$ cat config.mk
export PLATFORM = sky130hd
export DESIGN_NAME = ws2812_tx
export DESIGN_NICKNAME = d
export VERILOG_FILES = /design/src/rtl/ws2812_tx.sv
export SDC_FILE = /design/constraint.sdc
export NUM_CORES = 1
export LEC_CHECK = 0
export CAP_MARGIN = 10
export CORE_MARGIN = 5
export CORE_UTILIZATION = 60
export CTS_BUF_LIST = sky130_fd_sc_hd__clkbuf_8
export DETAILED_ROUTE_END_ITERATION = 12
export PLACE_DENSITY = 0.95
export SETUP_SLACK_MARGIN = 0.4
export SYNTH_ARGS = -nofsm -noshare
export SYNTH_HDL_FRONTEND = slang
export SYNTH_SLANG_ARGS = --single-unit
$ cat constraint.sdc
create_clock -name clk -period 3.85 [get_ports clk]
set_input_delay 0.5775 -clock clk [delete_from_list [all_inputs] [get_ports clk]]
set_output_delay 0.5775 -clock clk [all_outputs]
set_load 0.005 [all_outputs]
$ cat src/rtl/ws2812_tx.sv
// ws2812_tx: serialiser for a WS2812-style one-wire LED strip.
//
// Accepts 24-bit GRB pixels over a valid/ready handshake and emits the NRZ
// waveform, MSB first. Each bit lasts TBIT cycles; the line is high for T1H
// cycles on a '1' and T0H cycles on a '0'. After the pixel flagged as last,
// the line is held low for TRESET cycles and frame_done pulses.
//
// Ports:
//   clk, rst    clock, asynchronous active-high reset
//   pix_data    24-bit pixel, bit 23 sent first
//   pix_valid   pix_data/pix_last valid
//   pix_last    pixel closes the frame
//   pix_ready   pixel accepted on this edge when pix_valid=1
//   dout        registered strip data line
//   busy        transmitter not idle
//   frame_done  one-cycle pulse after the latch period
//   underrun    one-cycle pulse when a non-last pixel ends with nothing queued
//
// State table:
//   IDLE  | line low, waiting for a pixel
//   SEND  | shifting out the 24 bits of the current pixel
//   LATCH | line held low for the strip latch time
module ws2812_tx #(
  parameter int T0H    = 8,
  parameter int T1H    = 16,
  parameter int TBIT   = 25,
  parameter int TRESET = 1000
) (
  input  logic        clk,
  input  logic        rst,
  input  logic [23:0] pix_data,
  input  logic        pix_valid,
  input  logic        pix_last,
  output logic        pix_ready,
  output logic        dout,
  output logic        busy,
  output logic        frame_done,
  output logic        underrun
);

  localparam int CW = $clog2(TBIT);
  localparam int LW = $clog2(TRESET + 1);

  localparam logic [CW-1:0] TBIT_M1 = CW'(TBIT - 1);
  localparam logic [CW-1:0] T0H_C   = CW'(T0H);
  localparam logic [CW-1:0] T1H_C   = CW'(T1H);
  localparam logic [LW-1:0] TRES_M1 = LW'(TRESET - 1);

  typedef enum logic [1:0] {IDLE, SEND, LATCH} state_t;

  state_t        state, state_nx;
  logic [23:0]   shreg, shreg_nx;
  logic          last_q, last_nx;
  logic [4:0]    bit_cnt, bit_nx;
  logic [CW-1:0] cyc_cnt, cyc_nx;
  logic [LW-1:0] lat_cnt, lat_nx;
  logic          dout_nx, done_nx, under_nx;

  logic          bit_end;
  logic          accept;
  logic [CW-1:0] cyc_inc;
  logic [CW-1:0] th;

  assign bit_end   = (state == SEND) && (cyc_cnt == TBIT_M1);
  // Ready depends only on registered state so the source can never form a
  // combinational loop through pix_valid.
  assign pix_ready = !rst && ((state == IDLE) ||
                              (bit_end && (bit_cnt == 5'd0) && !last_q));
  assign accept    = pix_valid && pix_ready;
  assign busy      = (state != IDLE);
  assign cyc_inc   = cyc_cnt + 1'b1;
  assign th        = shreg[23] ? T1H_C : T0H_C;

  always_ff @(posedge clk or posedge rst) begin
    if (rst) begin
      state      <= IDLE;
      shreg      <= '0;
      last_q     <= 1'b0;
      bit_cnt    <= '0;
      cyc_cnt    <= '0;
      lat_cnt    <= '0;
      dout       <= 1'b0;
      frame_done <= 1'b0;
      underrun   <= 1'b0;
    end else begin
      state      <= state_nx;
      shreg      <= shreg_nx;
      last_q     <= last_nx;
      bit_cnt    <= bit_nx;
      cyc_cnt    <= cyc_nx;
      lat_cnt    <= lat_nx;
      dout       <= dout_nx;
      frame_done <= done_nx;
      underrun   <= under_nx;
    end
  end

  always_comb begin
    state_nx = state;
    shreg_nx = shreg;
    last_nx  = last_q;
    bit_nx   = bit_cnt;
    cyc_nx   = cyc_cnt;
    lat_nx   = lat_cnt;
    dout_nx  = 1'b0;
    done_nx  = 1'b0;
    under_nx = 1'b0;

    case (state)
      IDLE: begin
        if (accept) begin
          state_nx = SEND;
          shreg_nx = pix_data;
          last_nx  = pix_last;
          bit_nx   = 5'd23;
          cyc_nx   = '0;
          dout_nx  = 1'b1;
        end
      end

      SEND: begin
        if (!bit_end) begin
          // dout is registered, so it is computed for the cycle being entered.
          cyc_nx  = cyc_inc;
          dout_nx = (cyc_inc < th);
        end else if (bit_cnt != 5'd0) begin
          shreg_nx = {shreg[22:0], 1'b0};
          bit_nx   = bit_cnt - 5'd1;
          cyc_nx   = '0;
          dout_nx  = 1'b1;
        end else if (last_q) begin
          state_nx = LATCH;
          cyc_nx   = '0;
          lat_nx   = '0;
        end else if (accept) begin
          shreg_nx = pix_data;
          last_nx  = pix_last;
          bit_nx   = 5'd23;
          cyc_nx   = '0;
          dout_nx  = 1'b1;
        end else begin
          state_nx = IDLE;
          cyc_nx   = '0;
          under_nx = 1'b1;
        end
      end

      LATCH: begin
        if (lat_cnt == TRES_M1) begin
          state_nx = IDLE;
          lat_nx   = '0;
          done_nx  = 1'b1;
        end else begin
          lat_nx = lat_cnt + 1'b1;
        end
      end

      default: state_nx = IDLE;
    endcase
  end

endmodule

# Word-level counts from Yosys, hierarchy flattened
# Cells that the tools add are included.
# op_classes
n_addsub	3
n_mul	0
div_mod_pow	0
order_cmp	1
n_eq_ne	11
shift	0
mux	44
n_bitwise	0
reduce_logical	19
# op_table
cell	count
$mux W24	4
$pmux W24 S2	1
$mux W10	4
$mux W5	7
$pmux W10 S2	1
$pmux W5 S2	2
$mux W1	16
$mux W2	6
$add A10 B1 Y10 const B	1
$eq A10 B10 Y1 const B	1
$ne A2 B2 Y1 const B	5
$reduce_and A4 Y1	2
$pmux W2 S3	1
$reduce_bool A2 Y1	3
$add A5 B1 Y5 const B	1
$eq A5 B5 Y1 const B	1
$logic_and A1 B1 Y1	5
$logic_not A5 Y1	1
$lt A5 B5 Y1	1
$reduce_and A5 Y1	1
$reduce_bool A5 Y1	1
$sub A5 B1 Y5 const B	1
$pmux W1 S2	2
$ne A3 B2 Y1 const B	1
other kinds (8)	9
# totals
ff_bits	50
latchBits	0
mem_bits_rw	0
mem_bits_ro	0
inputBits	28
output_inout_bits	5
elab_cells	87
n_memories	0

# Depth between registers and ports, before layout
# Gate-level depths: netlist of the first run.
# depth
word_depth	12
ltp_mapped	9
depth_no_buf	6

# Worst setup path before layout of the first run
# OpenSTA, ideal clock, no wires.
# synth_timing
path_type	input to register
start	input port rst
end	register shreg[2]
setup_ns	0.065
arrival_ns	2.578
required_ns	3.785
setup_slack_ns	1.207
path_stages	5
path_cell_list	inv_1 -> nand2_1 -> o21ai_2 -> buf_4 -> o221a_2
# synth_between
elab_chain_cells	8
# synth_lines
element	line	rtl
from (decl)	30	input logic rst,
$logic_not A1 Y1 (no line) *	-	
$logic_and A1 B1 Y1 *	67	assign pix_ready = !rst && ((state == IDLE) ||
$logic_and A1 B1 Y1 *	69	assign accept = pix_valid && pix_ready;
$mux W24 *	-	
$mux W24 (3 in series)	-	
$pmux W24 S2 *	-	
to (signal assigned)	87	shreg <= shreg_nx;
to (decl)	52	logic [23:0] shreg, shreg_nx;
# Every way passes the cells marked *; elsewhere a longest branch is shown, timed or not. The select of a mux whose other input is x is not followed.
# A chain may end at the register's enable or synchronous reset.

# Worst setup path after layout of the first run
# layout_timing
start	register bit_cnt[0]
end	output port pix_ready
# layout_between
elab_chain_cells	5
# layout_lines
element	line	rtl
from (decl)	54	logic [4:0] bit_cnt, bit_nx;
from (signal assigned)	89	bit_cnt <= bit_nx;
$logic_not A5 Y1	68	(bit_end && (bit_cnt == 5'd0) && !last_q));
$logic_and A1 B1 Y1 (2 in series)	68	
$logic_or A1 B1 Y1	67	
$logic_and A1 B1 Y1	67	
to (decl)	34	output logic pix_ready,
# Every way passes these cells.

==> out/metrics.cfg, run 1 <==
[timing]
finalMaxSlewViolations = 0
fin_crit_sh_pct = 82.5
setup-tns-final_ns = 0
max_freq_mhz = 315
finalHoldViolations = 0
worstMarginPinSlew_ns = 0.956
final-setup-viol-count = 0
finClkSkew_ns = 0.00797
rsz0062_at_grt = no
period_minus_slack_ns = 3.18
max_slew_margin_pct = 36.3
hold_ws_ns = 0.520

[die]
core_um2 = 4090
ios = 33
design.die.area_um2 = 5690
fp.dieH_um = 75.4
rows = 23
start_util_pct = 62.9
die_w_um = 75.4

[logic_synthesis]
async_flop_share_pct = 100
synth_common_cells = dfrtp_1 (50), nand2b_1 (25), o221a_2 (23)
synth_cell_types = 50
seq_area_frac_synth_pct = 48.7
syn_nets = 271
yosysWarnings = 0
syn_inst = 237
synth_ff_type = dfrtp_1
ys_top_cells_by_area = dfrtp_1 (49%), o221a_2 (10%), nand2b_1 (6.1%)
synth_edf_count = 0
synth_area_leader_cell = dfrtp_1
synth_top_area_share_pct = 48.7
syn_area_um2 = 2570
yosysMostFrequentCell = dfrtp_1
ys_seq_elements = 50
syn-mean-instance-area_um2 = 10.8

[clock_tree]
cts_buffers = 5
cts_max_path_buffers = 2
root_buffer = clkbuf_8
clock-sinks = 50
clk_latency_ns = 0.31
path_clk_slew_ns = 0.09
cts_tree = yes
h-tree-depth = 2
postCtsSetupBuffers = 0
postCtsHoldBufs = 0
ctsResizeCount = 0

[routing]
vias_per_cell = 6.24
drc_errors = 0
via_count = 1972
wl_mm = 5.42
wl_per_cell_um = 17.1
dr.first_iter.drc_count = 183
drt_pass1_iterations = 4
drtAntennaViolNets = 0

[finish]
drive_gt1_share_pct = 14.7
fin_nets = 299
design_area_um2 = 2980
diodes = 0
area_growth_pct = 16.2
fin_cells = 316
fillers = 302

[setup_path]
cp-end-kind = primary output
crit_end = pix_ready
critPathBufInv = 2
start_kind = flip-flop
crit_arrival_ns = 2.60
cp_top_family = simple AND/OR/NAND/NOR gates
crit_chain = inv_1, ha_1, or4b_1, o41a_1, nor2_1, clkdlybuf4s50_1
cpPeakStageDelay_ns = 0.56
cp_data_required_time_ns = 3.27
r2r_end = lat_cnt[9]
cp-startpoint = bit_cnt[0]
cp_slowest_cell = or4b_1
path_class = reg -> out
regToRegSetupSlack_ns = 1.33
rr_startpoint = bit_cnt[0]
r2r_cells = 6
crit_path_max_fanout = 8
cp_num_cells = 6

[pwr]
share_comb_of_total_power_pct = 35.7
intPower_uw = 1170
swShare_pct = 34.8
clock_power_share_pct = 17.4
power_frac_seq_pct = 47.0
p_leak_uw = 0.00122
peakVddDrop_mv = 0.352
p_switching_uw = 621
p_per_area_nw_per_um2 = 599

[grt]
grt_pass1_wl_mm = 8.89
antenna_found_initial = 0
grt_use_total_pct = 20.5
grt_max_degree = 51
grt_pass1_vias = 1869
grt.overflow.total = 0

[min_path]
hold_class = reg -> reg

[status]
outcome = complete, no violations

[place]
io_buffer_count = 32
dp_hpwl_mm = 3.57
dp_cells = 308
dpl_cell_area_um2 = 2890
place.gp.congestion = 0.822

[job]
cap_violations = 0

==> power groups by stage <==
stage,logic [uW],registers (uW),clock network [uW]
2_1_floorplan,501,801,0
4_1_cts,637,835,314
6_report,637,839,311
3_5_place_dp,637,840,0
5_1_grt,706,863,331
3_3_place_gp,610,832,0
==> layout by cell type (no fill, tap or decap), drive strengths merged, types with 2 or more instances in the layout <==
cell type      synthesis  final
nand3                  8      8
nand2b                26     26
o221a                 23     23
o41ai                  3      3
nand2                 15     15
and3                   3      3
dfrtp                 50     50
o211a                  2      2
inv                   10     10
or4                    5      5
o21ai                 17     17
and3b                  2      2
xor2                   2      2
nor3                   3      3
a21oi                  7      7
o31ai                  4      4
a22o                   2      2
clkbuf                 8      5
or3                    2      2
buf                    5      2
nor2                   4      4
xnor2                  2      2
nand4                  2      2
o211ai                 3      3
clkinv                 0      2
nor2b                  3      3
ha                     6      6
clkdlybuf4s50          0     32
nand4b                 2      2
==> per-stage QoR <==
stage                     util [%]  power, uW  setup WS, ns
final                         73.0       1790         0.674
after global routing          73.0       1900         0.568
after floorplan                  -       1300          1.21
after detailed placement      70.8       1480          1.04
after CTS                     73.0       1790         0.668
after global placement        70.8       1440          1.10
==> logic make-up (layout without fill, tap and decap cells) <==
group	after synthesis	count (layout)	share of synthesized area [%]
adders and majority gates	6	6	2.92
and+or+nand+nor	83	83	19.3
xor gates and xnor gates	4	4	1.36
DFF	50	50	48.7
buffers and inverters	23	52	4.29
muxes	1	1	0.438
AOI/OAI and AO/OA	70	70	23.0
==> worst reg2reg max path, cell delays in order (launching register included) <==
cell and delay, ns:
dfrtp_1 0.42, inv_1 0.12, ha_1 0.15, or4b_1 0.56
o21a_1 0.45, or4_1 0.58, a21oi_1 0.17
==> registers in the layout, summed over array words and instances (netlist names) <==
| register | count |
|---|---|
| cyc_cnt | 5 |
| last_q | 1 |
| dout | 1 |
| frame_done | 1 |
| bit_cnt | 5 |
| lat_cnt | 10 |
| shreg | 24 |
| underrun | 1 |
| state | 2 |
==> how the worst min path moves through the flow <==
stage	from	to	cells past startpoint
after floorplan	bit_cnt[4]	bit_cnt[4]	2
after global placement	bit_cnt[4]	bit_cnt[4]	2
after detailed placement	bit_cnt[4]	bit_cnt[4]	2
after CTS	bit_cnt[4]	bit_cnt[4]	2
after global routing	bit_cnt[4]	bit_cnt[4]	2
final	bit_cnt[4]	bit_cnt[4]	2
==> metal layers <==
layer / track usage (%) / wire length (um) / up-vias
met3: 2.90 / 216 / 5
met2: 32.3 / 2660 / 46
li1: - / - / 944
met4: 8.93 / 85 / 0
met1: 28.2 / 2460 / 977
met5: 0 / 0 / -
==> layout make-up <==
cell class | instances | area, um^2 | area share, %
Multi-Input combinational cell | 164 | 1210 | 40.5
Clock inverter | 3 | 21.3 | 0.713
Clock buffer | 5 | 68.8 | 2.31
Sequential cell | 50 | 1250 | 41.9
Timing Repair Buffer | 34 | 335 | 11.2
Inverter | 10 | 37.5 | 1.26
Tap cell | 50 | 62.6 | 2.10
(Power assumes the default switching activity.)
==> run 2: changes to the inputs <==
--- a/config.mk
+++ b/config.mk
@@ -7,10 +7,10 @@
 export LEC_CHECK = 0
 export CAP_MARGIN = 10
 export CORE_MARGIN = 5
-export CORE_UTILIZATION = 60
+export CORE_UTILIZATION = 52
 export CTS_BUF_LIST = sky130_fd_sc_hd__clkbuf_8
 export DETAILED_ROUTE_END_ITERATION = 12
-export PLACE_DENSITY = 0.95
+export PLACE_DENSITY = 0.9
 export SETUP_SLACK_MARGIN = 0.4
 export SYNTH_ARGS = -nofsm -noshare
 export SYNTH_HDL_FRONTEND = slang
==> constraint.sdc (replaced) <==
create_clock -name clk -period 2.6 [get_ports clk]
set_input_delay 0.39 -clock clk [delete_from_list [all_inputs] [get_ports clk]]
set_output_delay 0.39 -clock clk [all_outputs]
set_load 0.005 [all_outputs]
==> out/metrics.cfg, run 2 (same netlist as run 1, synthesis figures left out) <==
[timing]
rsz0062_at_grt = yes
max_slew_margin_pct = 48.4  ; +12 points
finalHoldViolations = 0  ; unchanged
worstMarginPinSlew_ns = 0.771  ; -0.185 ns
period_minus_slack_ns = 2.40
fin_crit_sh_pct = 92.4
setup-tns-final_ns = 0  ; unchanged
max_freq_mhz = 416
finalMaxSlewViolations = 0  ; unchanged
final-setup-viol-count = 0  ; unchanged
finClkSkew_ns = 0.00841  ; +0.000435 ns
setup_slack_ns = 0.197  ; -0.477 ns

[finish]
diodes = 0  ; unchanged
multi_input_area_um2 = 1360  ; +12%
fin_nets = 321  ; +7.4%
area_growth_pct = 30.0
largest_reg_flops = 24  ; unchanged
fillers = 327  ; +8.3%
design_area_um2 = 3340  ; +12%
seqCellArea_um2 = 1250  ; unchanged
top_register = shreg
top_regs = shreg: 24 flops, lat_cnt: 10 flops
mostFrequentLayoutCell = dfrtp_1
drive_gt1_share_pct = 27.4  ; +13 points
layout_common_cells = dfrtp_1 (50), clkdlybuf4s50_1 (31), nand2b_1 (25)

[routing]
dr.first_iter.drc_count = 199  ; +8.7%
wl_mm = 6.62  ; +22%
vias_per_cell = 6.30  ; +0.93%
drc_errors = 0  ; unchanged
via_count = 2236  ; +13%
drtAntennaViolNets = 0  ; unchanged
drt_pass1_iterations = 5  ; +1
wl_per_cell_um = 18.7  ; +8.9%

[min_path]
hold_class = reg -> reg

[grt]
grt_pass1_vias = 1992  ; +6.6%
grt_use_total_pct = 19.3  ; -1.2 points
grt.overflow.total = 0  ; unchanged
grt_max_degree = 51  ; unchanged
antenna_found_initial = 0  ; unchanged
grt_pass1_wl_mm = 9.63  ; +8.3%

[place]
dpl_cell_area_um2 = 2960  ; +2.3%
io_buffer_count = 32  ; unchanged
place.gp.congestion = 0.861  ; +4.7%
dp_hpwl_mm = 3.59  ; +0.42%
place_ws_ns = 0.128  ; -0.916 ns

[die]
rows = 25  ; +8.7%
design.die.area_um2 = 6450  ; +13%
start_util_pct = 54.0  ; -8.8 points
ios = 33  ; unchanged
fp.dieH_um = 80.3  ; +6.4%
die_w_um = 80.3  ; +6.4%
core_um2 = 4750  ; +16%

[clock_tree]
clk_latency_ns = 0.31  ; about the same
path_clk_slew_ns = 0.09  ; about the same
root_buffer = clkbuf_8
clock-sinks = 50  ; unchanged
cts_buffers = 5  ; unchanged
cts_max_path_buffers = 2  ; unchanged
postCtsHoldBufs = 0  ; unchanged
h-tree-depth = 2  ; unchanged
cts_tree = yes

[job]
cap_violations = 0  ; unchanged

[setup_path]
cp-end-kind = primary output
start_kind = flip-flop
cp_data_required_time_ns = 2.21  ; -1.06 ns
path_class = reg -> out
crit_arrival_ns = 2.01  ; -0.59 ns
crit_path_max_fanout = 2  ; -6

[status]
outcome = complete, no violations

[pwr]
p_per_area_nw_per_um2 = 889  ; +49%
p_leak_uw = 0.00135  ; +10%
peakVddDrop_mv = 0.404  ; +15%

-- run 2: stage by stage --
| stage | cells | power [uW] | utilization, % | hold slack, ns |
|---|---|---|---|---|
| after floorplan | 237 | 1930 | - | 0.437 |
| after global placement | 329 | 2180 | 62.3 | 0.506 |
| after detailed placement | 329 | 2220 | 62.3 | 0.499 |
| after CTS | 346 | 2790 | 66.5 | 0.536 |
| after global routing | 355 | 3140 | 70.2 | 0.559 |
| final | 355 | 2970 | 70.2 | 0.540 |
-- run 2: repair_timing --
item | in CTS | in global routing
buffers inserted | 7 | 6
pin swaps | 5 | 8
cloned | 2 | 3
gates resized for setup | 15 | 20
setup endpoints to repair | 34 | 36
-- run 2: power by group --
| group | switching (uW) | leakage [uW] | internal, uW | total, uW |
|---|---|---|---|---|
| sequential | 210 | 0.000598 | 1040 | 1250 |
| clock | 274 | 0.0000441 | 190 | 463 |
| combinational | 573 | 0.000710 | 684 | 1260 |
-- run 2: final timing paths --
path,startpoint,to,slack (ns),depth (start not counted)
worst min-delay path,bit_cnt[4],bit_cnt[4],0.54,2
max in group asynchronous,rst,shreg[21],1.48,3
worst max register to register,bit_cnt[0],shreg[2],0.23,8
worst min register to register,bit_cnt[4],bit_cnt[4],0.54,2
worst max-delay path,bit_cnt[0],pix_ready,0.20,6
min in group asynchronous,rst,cyc_cnt[0],0.68,3
-- run 2: metal layers --
| metal | vias up | global-route usage, % | wire (um) |
|---|---|---|---|
| li1 | 995 | - | - |
| met4 | 0 | 5.57 | 206 |
| met3 | 26 | 3.81 | 327 |
| met1 | 1111 | 24.5 | 2720 |
| met2 | 104 | 33.2 | 3370 |
| met5 | - | 0 | 0 |
-- run 2: cell type report --
class | instances | share of cell area, %
multi-input cells | 167 | 40.6
repair buffers | 53 | 15.5
inverters | 10 | 1.24
clock inverters | 3 | 0.637
clock buffers | 5 | 2.06
flip-flops and latches | 50 | 37.5
well taps | 67 | 2.51
-- run 2: worst max-delay path, cell delays in order, from the launching register on --
cell,delay [ns]
dfrtp_1,0.42
inv_2,0.11
ha_4,0.13
or4b_4,0.47
o41a_1,0.36
nor2_1,0.10
buf_2,0.12
